<file path="src/rtl/time_bcd_converter_pkg.sv">
// time_pkg: shared definitions for the time/date BCD register stage.
//   - field_e     : field index (sec, min, hour, day, month, year)
//   - NUM_FIELDS  : number of captured fields
//   - BCD_ERR     : digit code stored for an overflowing field (shown as 'E')
//   - state_e     : converter FSM states
//   - BCD_ITERS   : double-dabble iterations for a 16-bit input
//   - bcd_adjust  : add-3 correction applied to every digit >= 5
package time_pkg;

    typedef enum logic [2:0] {
        FIELD_SEC   = 3'd0,
        FIELD_MIN   = 3'd1,
        FIELD_HOUR  = 3'd2,
        FIELD_DAY   = 3'd3,
        FIELD_MONTH = 3'd4,
        FIELD_YEAR  = 3'd5
    } field_e;

    localparam int unsigned NUM_FIELDS = 6;
    localparam logic [3:0]  BCD_ERR    = 4'hA;
    localparam int unsigned BCD_ITERS  = 16;

    typedef enum logic [1:0] {
        ST_IDLE,
        ST_SHIFT,
        ST_STORE
    } state_e;

    function automatic logic [19:0] bcd_adjust(input logic [19:0] b);
        logic [19:0] r;
        r = b;
        for (int unsigned i = 0; i < 5; i++) begin
            if (r[4*i +: 4] >= 4'd5) begin
                r[4*i +: 4] = r[4*i +: 4] + 4'd3;
            end
        end
        return r;
    endfunction

endpackage

</file>
<file path="src/rtl/time_bcd_converter_if.sv">
// time_bcd_converter_if: CPU output-port write bus.
//   write_out : write strobe (one write per cycle while high)
//   out_port  : port index (0 sec .. 5 year, 6..15 ignored)
//   out_data  : unsigned binary value
// Modports: master (CPU/driver side), slave (converter side).
interface time_bcd_converter_if #(
    parameter int DATA_W = 16
) ();
    logic              write_out;
    logic [3:0]        out_port;
    logic [DATA_W-1:0] out_data;

    modport master (output write_out, output out_port, output out_data);
    modport slave  (input  write_out, input  out_port, input  out_data);
endinterface

</file>
<file path="src/rtl/time_bcd_converter_bin2bcd_serial.sv">
// bin2bcd_serial: serial double-dabble engine, 16-bit binary to 5 BCD digits.
//   clk, reset : clock, synchronous active-high reset
//   start      : load din and begin a conversion (one BCD_ITERS-cycle run)
//   din        : binary input
//   done       : high in the cycle whose rising edge performs the last
//                iteration; bcd is final right after that edge
//   bcd        : 5 BCD digits, ten-thousands in [19:16]
module bin2bcd_serial
    import time_pkg::*;
(
    input  logic        clk,
    input  logic        reset,
    input  logic        start,
    input  logic [15:0] din,
    output logic        done,
    output logic [19:0] bcd
);

    logic [15:0] bin_q, bin_d;
    logic [19:0] bcd_q, bcd_d;
    logic [4:0]  cnt_q, cnt_d;
    logic        run_q, run_d;
    logic [19:0] adj;

    always_comb begin
        bin_d = bin_q;
        bcd_d = bcd_q;
        cnt_d = cnt_q;
        run_d = run_q;
        adj   = bcd_adjust(bcd_q);
        if (start) begin
            bin_d = din;
            bcd_d = '0;
            cnt_d = '0;
            run_d = 1'b1;
        end else if (run_q) begin
            {bcd_d, bin_d} = {adj[18:0], bin_q, 1'b0};
            cnt_d          = cnt_q + 5'd1;
            if (cnt_q == 5'(BCD_ITERS - 1)) begin
                run_d = 1'b0;
            end
        end
    end

    always_ff @(posedge clk) begin
        if (reset) begin
            bin_q <= '0;
            bcd_q <= '0;
            cnt_q <= '0;
            run_q <= 1'b0;
        end else begin
            bin_q <= bin_d;
            bcd_q <= bcd_d;
            cnt_q <= cnt_d;
            run_q <= run_d;
        end
    end

    // Combinational so the controlling FSM can leave SHIFT on the same edge
    // that performs the final iteration.
    assign done = run_q && (cnt_q == 5'(BCD_ITERS - 1));
    assign bcd  = bcd_q;

endmodule

</file>
<file path="src/rtl/time_bcd_converter.sv">
// time_bcd_converter: captures CPU writes to the six time/date ports, converts
// each pending field to BCD through one shared serial double-dabble engine and
// holds the digits for the 7-segment display.
//   clk, reset        : clock, synchronous active-high reset
//   wr (slave)        : write_out / out_port / out_data write bus
//   sec..month_bcd    : two BCD digits each, tens in [7:4]
//   year_bcd          : four BCD digits, thousands in [15:12]
//   busy              : conversion in progress
//   done, done_field  : one-cycle pulse and index of the field just updated
// Build option TIME_BCD_SATURATE_EN: overflowing fields store 0xA in every
// digit instead of the truncated low digits.
module time_bcd_converter
    import time_pkg::*;
#(
    parameter int DATA_W = 16
) (
    input  logic                 clk,
    input  logic                 reset,
    time_bcd_converter_if.slave  wr,
    output logic [7:0]           sec_bcd,
    output logic [7:0]           min_bcd,
    output logic [7:0]           hour_bcd,
    output logic [7:0]           day_bcd,
    output logic [7:0]           month_bcd,
    output logic [15:0]          year_bcd,
    output logic                 busy,
    output logic                 done,
    output logic [2:0]           done_field
);

`ifdef TIME_BCD_SATURATE_EN
    localparam bit SAT_EN = 1'b1;
`else
    localparam bit SAT_EN = 1'b0;
`endif

    state_e                 state_q, state_d;
    field_e                 sel_q, sel_d;
    logic [NUM_FIELDS-1:0]  pending_q, pending_d;
    logic [DATA_W-1:0]      value_q [NUM_FIELDS];
    logic [DATA_W-1:0]      value_d [NUM_FIELDS];
    logic [7:0]             bcd2_q [NUM_FIELDS-1];
    logic [7:0]             bcd2_d [NUM_FIELDS-1];
    logic [15:0]            year_q, year_d;
    logic                   busy_q, busy_d;
    logic                   done_q, done_d;
    field_e                 done_field_q, done_field_d;

    logic                   found;
    field_e                 low;
    logic                   eng_start;
    logic [15:0]            eng_din;
    logic                   eng_done;
    logic [19:0]            eng_bcd;
    logic [7:0]             two_val;
    logic [15:0]            year_val;

    bin2bcd_serial u_engine (
        .clk   (clk),
        .reset (reset),
        .start (eng_start),
        .din   (eng_din),
        .done  (eng_done),
        .bcd   (eng_bcd)
    );

    always_comb begin
        state_d      = state_q;
        sel_d        = sel_q;
        pending_d    = pending_q;
        value_d      = value_q;
        bcd2_d       = bcd2_q;
        year_d       = year_q;
        busy_d       = busy_q;
        done_d       = 1'b0;
        done_field_d = done_field_q;
        eng_start    = 1'b0;
        found        = 1'b0;
        low          = FIELD_SEC;

        // Fixed-priority arbiter: lowest pending index wins.
        for (int unsigned i = 0; i < NUM_FIELDS; i++) begin
            if (!found && pending_q[i]) begin
                found = 1'b1;
                low   = field_e'(3'(i));
            end
        end
        eng_din = 16'(value_q[low]);

        year_val = (SAT_EN && (eng_bcd[19:16] != 4'd0)) ? {4{BCD_ERR}} : eng_bcd[15:0];
        two_val  = (SAT_EN && (eng_bcd[19:8] != 12'd0)) ? {2{BCD_ERR}} : eng_bcd[7:0];

        case (state_q)
            ST_IDLE: begin
                if (found) begin
                    sel_d          = low;
                    pending_d[low] = 1'b0;
                    eng_start      = 1'b1;
                    busy_d         = 1'b1;
                    state_d        = ST_SHIFT;
                end
            end
            ST_SHIFT: begin
                if (eng_done) begin
                    state_d = ST_STORE;
                end
            end
            ST_STORE: begin
                if (sel_q == FIELD_YEAR) begin
                    year_d = year_val;
                end else begin
                    bcd2_d[sel_q] = two_val;
                end
                done_d       = 1'b1;
                done_field_d = sel_q;
                state_d      = ST_IDLE;
            end
            default: state_d = ST_IDLE;
        endcase

        // Capture is applied after the arbiter's clear so a write landing on
        // the field being loaded keeps it pending for a second conversion.
        if (wr.write_out && (wr.out_port < 4'(NUM_FIELDS))) begin
            value_d[wr.out_port[2:0]]   = wr.out_data;
            pending_d[wr.out_port[2:0]] = 1'b1;
        end

        if (state_q == ST_STORE) begin
            busy_d = |pending_d;
        end
    end

    always_ff @(posedge clk) begin
        if (reset) begin
            state_q      <= ST_IDLE;
            sel_q        <= FIELD_SEC;
            pending_q    <= '0;
            value_q      <= '{default: '0};
            bcd2_q       <= '{default: '0};
            year_q       <= '0;
            busy_q       <= 1'b0;
            done_q       <= 1'b0;
            done_field_q <= FIELD_SEC;
        end else begin
            state_q      <= state_d;
            sel_q        <= sel_d;
            pending_q    <= pending_d;
            value_q      <= value_d;
            bcd2_q       <= bcd2_d;
            year_q       <= year_d;
            busy_q       <= busy_d;
            done_q       <= done_d;
            done_field_q <= done_field_d;
        end
    end

    assign sec_bcd    = bcd2_q[FIELD_SEC];
    assign min_bcd    = bcd2_q[FIELD_MIN];
    assign hour_bcd   = bcd2_q[FIELD_HOUR];
    assign day_bcd    = bcd2_q[FIELD_DAY];
    assign month_bcd  = bcd2_q[FIELD_MONTH];
    assign year_bcd   = year_q;
    assign busy       = busy_q;
    assign done       = done_q;
    assign done_field = done_field_q;

endmodule

</file>
<file path="src/flat_wrapper.sv">
// flat-port wrapper written by rule: the top's interface ports become plain ports
module time_bcd_converter_flat import time_pkg::*;
#(
    parameter int DATA_W = 16
)
  (clk, reset, sec_bcd, min_bcd, hour_bcd, day_bcd, month_bcd, year_bcd, busy, done, done_field, wr_write_out, wr_out_port, wr_out_data);
  time_bcd_converter_if #(.DATA_W(DATA_W)) wr_i ();
  input  logic clk;
  input  logic reset;
  output logic [7:0] sec_bcd;
  output logic [7:0] min_bcd;
  output logic [7:0] hour_bcd;
  output logic [7:0] day_bcd;
  output logic [7:0] month_bcd;
  output logic [15:0] year_bcd;
  output logic busy;
  output logic done;
  output logic [2:0] done_field;
  input wire logic [$bits(wr_i.write_out)-1:0] wr_write_out;
  input wire logic [$bits(wr_i.out_port)-1:0] wr_out_port;
  input wire logic [$bits(wr_i.out_data)-1:0] wr_out_data;
  assign wr_i.write_out = wr_write_out;
  assign wr_i.out_port = wr_out_port;
  assign wr_i.out_data = wr_out_data;
  time_bcd_converter #(.DATA_W(DATA_W)) u_core (.clk(clk), .reset(reset), .wr(wr_i), .sec_bcd(sec_bcd), .min_bcd(min_bcd), .hour_bcd(hour_bcd), .day_bcd(day_bcd), .month_bcd(month_bcd), .year_bcd(year_bcd), .busy(busy), .done(done), .done_field(done_field));
endmodule
</file>
<file path="config.mk">
export PLATFORM = sky130hd
export DESIGN_NAME = time_bcd_converter_flat
export DESIGN_NICKNAME = d
export VERILOG_FILES = /design/src/rtl/time_bcd_converter_pkg.sv /design/src/rtl/time_bcd_converter_if.sv /design/src/rtl/time_bcd_converter_bin2bcd_serial.sv /design/src/rtl/time_bcd_converter.sv /design/src/flat_wrapper.sv
export SDC_FILE = /design/constraint.sdc
export NUM_CORES = 1
export LEC_CHECK = 0
export CELL_PAD_IN_SITES_DETAIL_PLACEMENT = 1
export CELL_PAD_IN_SITES_GLOBAL_PLACEMENT = 1
export CORE_UTILIZATION = 50
export DETAILED_ROUTE_END_ITERATION = 10
export DONT_BUFFER_PORTS = 1
export GPL_TIMING_DRIVEN = 0
export PLACE_DENSITY_LB_ADDON = 0.3
export SYNTH_ARGS = -nofsm -noshare
export SYNTH_HDL_FRONTEND = slang
export SYNTH_HIERARCHICAL = 1
export SYNTH_SLANG_ARGS = --single-unit
</file>
<file path="constraint.sdc">
create_clock -name clk -period 5.99 [get_ports clk]
set_input_delay 0.8985 -clock clk [delete_from_list [all_inputs] [get_ports clk]]
set_output_delay 0.8985 -clock clk [all_outputs]
set_load 0.01 [all_outputs]
</file>
==> flow_summary.json, run 1 <==
{
  "status": "completed",
  "leakage_nw": 3.765,
  "vias_per_cell": 5.883,
  "fin_nets": 1089,
  "period_minus_slack_ps": 2681,
  "grt_max_degree": 15,
  "die_h_um": 135.3,
  "dp_slack_ps": 3041,
  "arrival_ps": 3110,
  "fmax_mhz": 373.0,
  "fin_worst_skew_ps": 14.07,
  "cts_resized": 0,
  "coreArea_mm2": 0.01730,
  "drv_cap": 0,
  "rsz0062_at_grt": "false",
  "r2r_slack_ps": 3310,
  "avgSynthCellArea_um2": 8.616,
  "drive_above_1_share_pct": 9.524,
  "cts-root-buf": "clkbuf_16",
  "finalCritPeriodShare_pct": 44.76,
  "die-area_mm2": 0.01830,
  "crit_required_ps": 6420,
  "power_w": 0.002994,
  "hold_class": "register to register",
  "grt-ovfl-total": 0,
  "drc": 0,
  "hold_viol": 0,
  "syn_nets": 1064,
  "grt_pass1_wl_mm": 42.88,
  "swShare_pct": 22.89,
  "power.switching_w": 0.0006851,
  "slew-limit-headroom_pct": 41.92,
  "rows": 48,
  "hpwlAfterDp_mm": 18.50,
  "syn_to_final_growth_pct": 11.93,
  "yosysWarnings": 6,
  "path_class": "register to register",
  "h-tree-depth": 1,
  "startpoint_type": "register",
  "cts_buffer_depth": 3,
  "finalSetupViolations": 0,
  "vdd_drop_max_v": 0.0002474,
  "clkPwrFrac_pct": 47.9,
  "drtPass1Iterations": 7,
  "cts-hold-fix-buffers": 0,
  "place_congestion": 0.8437,
  "seqPwrFrac_pct": 47.0,
  "wire_per_inst_um": 20.93,
  "worstPathCellList": "or2_2, clkbuf_1, o21ai_1, clkbuf_1, a221oi_1, mux2i_1, mux2i_1, nor2_1",
  "worst_pin_slew_ps": 864.1,
  "final_common_cell": "nand2_1",
  "grt_pass1_vias": 7936,
  "nFillCells": 2036,
  "antenna_found_initial": 0,
  "crit_fanout": 10,
  "cts_setup_buffers": 0,
  "setup_ws_ps": 3309,
  "cts_tree": "done",
  "num_antenna_cells": 0,
  "pwr-share-comb_pct": 5.1,
  "drt_iter0_markers": 494,
  "path_clk_slew_ps": 60,
  "die_w_um": 135.3,
  "setup_tns_ps": 0,
  "initial_core_util_pct": 51.36,
  "ant_nets": 0,
  "io_pins": 84,
  "portBuffers": 0,
  "final_cell_mix": "209 x nand2_1, 206 x dfxtp_1, 115 x a21oi_1, 95 x nor2_1, 92 x mux2i_1",
  "netlist_area_mm2": 0.008884,
  "max_stage_delay_ps": 520,
  "cts_sinks": 206,
  "cp_slowest_cell": "clkbuf_1",
  "track_usage_pct": 30.30,
  "p_int_w": 0.002308,
  "crit_path_end_kind": "register",
  "num_vias": 7624,
  "clkLatencyLatePin_ps": 510,
  "synth_cells": 1031,
  "wl_mm": 27.13,
  "cts_buffers": 23,
  "power.density_mw_per_mm2": 301.1,
  "finalMaxSlewViolations": 0
}
area by class of cell:
cell class / count / area (µm²) / share of cell area, %
clock buffer: 32 / 679.4 / 6.833
multi-input combinational: 727 / 4314 / 43.39
clock inverter: 8 / 92.59 / 0.9312
buffer: 79 / 380.4 / 3.825
inverter: 19 / 71.32 / 0.7173
tap: 225 / 281.5 / 2.831
sequential: 206 / 4124 / 41.47
state kept, by name, summed over array words and instances, names as in the netlist:
name	cells
u_core/value_q	96
u_core/u_engine/bcd	16
u_core/u_engine/bin_q	16
u_core/year_bcd	16
u_core/day_bcd	8
u_core/hour_bcd	8
u_core/min_bcd	8
u_core/month_bcd	8
u_core/sec_bcd	8
u_core/pending_q	6
u_core/u_engine/cnt_q	5
u_core/done_field	3
u_core/sel_q	3
u_core/state_q	2
u_core/busy	1
u_core/done	1
u_core/u_engine/run_q	1
metal layers:
metal,vias up,GRT usage (%),wire length (µm)
met4,0,11.55,930
met2,225,55.90,13780
met3,63,5.125,1517
li1,3606,-,-
met5,-,0,0
met1,3730,34.63,10900
power by group through the flow:
stage	Combinational [W]	Sequential [W]	Clock, W
floorplan	0.000106	0.00143	0
global placement	0.000146	0.00143	0
detailed placement	0.000150	0.00144	0
finish	0.000154	0.00141	0.00143
global route	0.000167	0.00141	0.00150
CTS	0.000152	0.00141	0.00145
per-stage QoR:
| stage | cell area (µm²) | utilization [%] | std cells | hold slack [ps] |
|---|---|---|---|---|
| 5_1_grt | 9943 | 57.49 | 1296 | 461.7 |
| 6_report | 9943 | 57.49 | 1296 | 451.6 |
| 2_1_floorplan | 8884 | - | 1031 | 431.9 |
| 4_1_cts | 9937 | 57.45 | 1296 | 452.1 |
| 3_3_place_gp | 9165 | 52.99 | 1256 | 437.5 |
| 3_5_place_dp | 9165 | 52.99 | 1256 | 443.9 |
worst paths after layout:
kind	endpoint	cells past startpoint	startpoint
worst max register to register	u_core/u_engine/bin_q[2]$_SDFFE_PP0P_	8	u_core/pending_q[2]$_SDFF_PP0_
worst min register to register	u_core/value_q[52]$_SDFFE_PP0P_	2	u_core/value_q[52]$_SDFFE_PP0P_
worst min-delay path	u_core/value_q[52]$_SDFFE_PP0P_	2	u_core/value_q[52]$_SDFFE_PP0P_
worst max-delay path	u_core/u_engine/bin_q[2]$_SDFFE_PP0P_	8	u_core/pending_q[2]$_SDFF_PP0_
critical path: cells and delay by family, from the launching register on:
kind / cells / cell delay, ps
buffers and inverters: 2 / 720
multiplexers: 2 / 440
AND/OR/NAND/NOR: 2 / 420
flip-flops: 1 / 340
AO/OA/AOI/OAI: 2 / 680
No activity file was read; power rests on OpenSTA's default activity.
==> inputs of run 2 (changes only) <==
Settings changed: CORE_UTILIZATION 50 to 43.
Clock period 5.99 ns to 2.4 ns, I/O delays scaled along.
==> run 2 against run 1 <==
  * Maximum frequency grew 15%
  * Sequential power increased by 150%
  * Utilization fell by 7.2 points
  * Cell area is 2.3% higher
  * Routed wire length is 1.8% lower
  * Final cell count up 4.7%
  * Power rose to 2.5 times the previous value
  * Clock-buffer cell count increased by 3
  * Worst setup slack got worse by 3200 ps
  * Largest power group unchanged
  * Non-clock buffer count grew 16
  * Sequential share of layout area fell by 0.93 points
  * Sequential cell count unchanged
==> flow_summary.json, run 2 (synthesis gave the netlist of run 1 again) <==
{
  "leakage_nw": 3.849,
  "rsz0062_at_grt": "true",
  "io_pins": 84,
  "num_vias": 7510,
  "largest_reg_flops": 96,
  "slew-limit-headroom_pct": 6.561,
  "design_area_mm2": 0.01017,
  "syn_to_final_growth_pct": 14.49,
  "die_h_um": 145.7,
  "vdd_drop_max_v": 0.0004866,
  "r2r_slack_ps": 70,
  "regMostFlops": "u_core/value_q",
  "status": "completed",
  "wl_mm": 26.64,
  "h-tree-depth": 1,
  "track_usage_pct": 25.23,
  "arrival_ps": 2710,
  "num_antenna_cells": 0,
  "drt_iter0_markers": 381,
  "die_w_um": 145.7,
  "startpoint_type": "register",
  "dp_slack_ps": -212.1,
  "wire_per_inst_um": 19.63,
  "initial_core_util_pct": 43.90,
  "worst_pin_slew_ps": 1389,
  "coreArea_mm2": 0.02023,
  "min_path_cells": 2,
  "crit_fanout": 10,
  "hold_class": "primary input to register",
  "multiInputGateArea_mm2": 0.004320,
  "grt_max_degree": 15,
  "cts-root-buf": "clkbuf_16",
  "power.density_mw_per_mm2": 736.7,
  "period_minus_slack_ps": 2329,
  "cts_buffers": 23,
  "portBuffers": 0,
  "drv_cap": 0,
  "postPlaceCellArea_mm2": 0.009221,
  "finalCritPeriodShare_pct": 97.05,
  "fin_worst_skew_ps": 4.191,
  "fmax_mhz": 429.3,
  "fin_nets": 1105,
  "seqCellArea_mm2": 0.004124,
  "final_core_util_pct": 50.27,
  "place_congestion": 0.8108,
  "setup_tns_ps": 0,
  "grt_pass1_vias": 7854,
  "reg2reg_from": "u_core/pending_q[1]$_SDFF_PP0_",
  "crit_path_end_kind": "register",
  "vias_per_cell": 5.534,
  "drtPass1Iterations": 5,
  "cts_buffer_depth": 3,
  "final_cell_mix": "209 x nand2_1, 206 x dfxtp_1, 115 x a21oi_1, 94 x nor2_1, 92 x mux2i_1",
  "grt-ovfl-total": 0,
  "r2r_cells": 7,
  "antenna_found_initial": 0,
  "finalSetupViolations": 0,
  "hold_slack_ps": 15.50,
  "nFillCells": 2393,
  "die-area_mm2": 0.02124,
  "crit_required_ps": 2780,
  "drc": 0,
  "path_class": "register to register",
  "hold_viol": 0,
  "rows": 52,
  "setup_ws_ps": 70.75,
  "r2r_end": "u_core/u_engine/bin_q[2]$_SDFFE_PP0P_",
  "ant_nets": 0,
  "clkLatencyLatePin_ps": 510,
  "cts_sinks": 206,
  "grt_pass1_wl_mm": 42.57,
  "path_clk_slew_ps": 60,
  "endpoint": "u_core/u_engine/bin_q[2]$_SDFFE_PP0P_",
  "finalMaxSlewViolations": 0,
  "final_common_cell": "nand2_1",
  "hpwlAfterDp_mm": 18.05,
  "drive_above_1_share_pct": 9.844,
  "cts_tree": "done",
  "cp-startpoint": "u_core/pending_q[1]$_SDFF_PP0_"
}
==> run 2: cell count changes in the layout (fill, tap and decap cells not counted), moves of 3 or more <==
cell / change
clkinv_2: -3
clkbuf_1: -4
dlygate4sd3_1: +17
clkbuf_2: +7
==> run 2: per-layer routing <==
layer	global-route usage (%)	wire, µm	up-vias
li1	-	-	3639
met1	31.15	11650	3687
met2	44.83	13070	141
met3	4.326	1195	43
met4	7.316	726	0
met5	0	0	-
==> run 2: worst max-delay path, stage by stage (launching register included) <==
cell and delay (ps):
dfxtp_1 350, nor2_1 470, o21ai_2 210, clkbuf_2 280
a221oi_1 470, mux2i_1 190, mux2i_1 180, nor2_1 50
==> run 2: what timing repair did <==
item,in CTS,in global routing
hold buffers,17,0
setup buffers,0,0
endpoints found under the hold margin,87,0
endpoints found under the setup margin,19,26
gates resized for setup,6,10
==> run 2: cell type report <==
cell class	instances	share of cell area (%)
buffer	78	3.814
clock inverter	5	0.7750
sequential	206	40.55
clock buffer	35	6.692
tap	270	3.321
multi-input combinational	727	42.48
timing repair buffer	17	1.673
inverter	19	0.7012
==> run 2: power by group <==
| part | switching [W] | internal (W) | total, W |
|---|---|---|---|
| Combinational | 0.000283 | 0.000145 | 0.000428 |
| Clock | 0.00140 | 0.00216 | 0.00356 |
| Sequential | 0.0000488 | 0.00346 | 0.00351 |
==> run 2: metrics by stage <==
step / instances / total power [W]
floorplan: 1031 / 0.003831
global placement: 1301 / 0.003949
detailed placement: 1301 / 0.003959
CTS: 1358 / 0.007562
global route: 1357 / 0.007748
finish: 1357 / 0.007493
==> run 2: worst min path at each step <==
stage	start	end	slack, ps
after floorplan	u_core/value_q[32]$_SDFFE_PP0P_	u_core/value_q[32]$_SDFFE_PP0P_	430
after global placement	u_core/value_q[62]$_SDFFE_PP0P_	u_core/value_q[62]$_SDFFE_PP0P_	440
after detailed placement	u_core/value_q[35]$_SDFFE_PP0P_	u_core/value_q[35]$_SDFFE_PP0P_	440
after CTS	wr_out_data[7]	u_core/value_q[39]$_SDFFE_PP0P_	2
after global routing	wr_out_data[13]	u_core/value_q[29]$_SDFFE_PP0P_	8
final	wr_out_data[6]	u_core/value_q[22]$_SDFFE_PP0P_	20
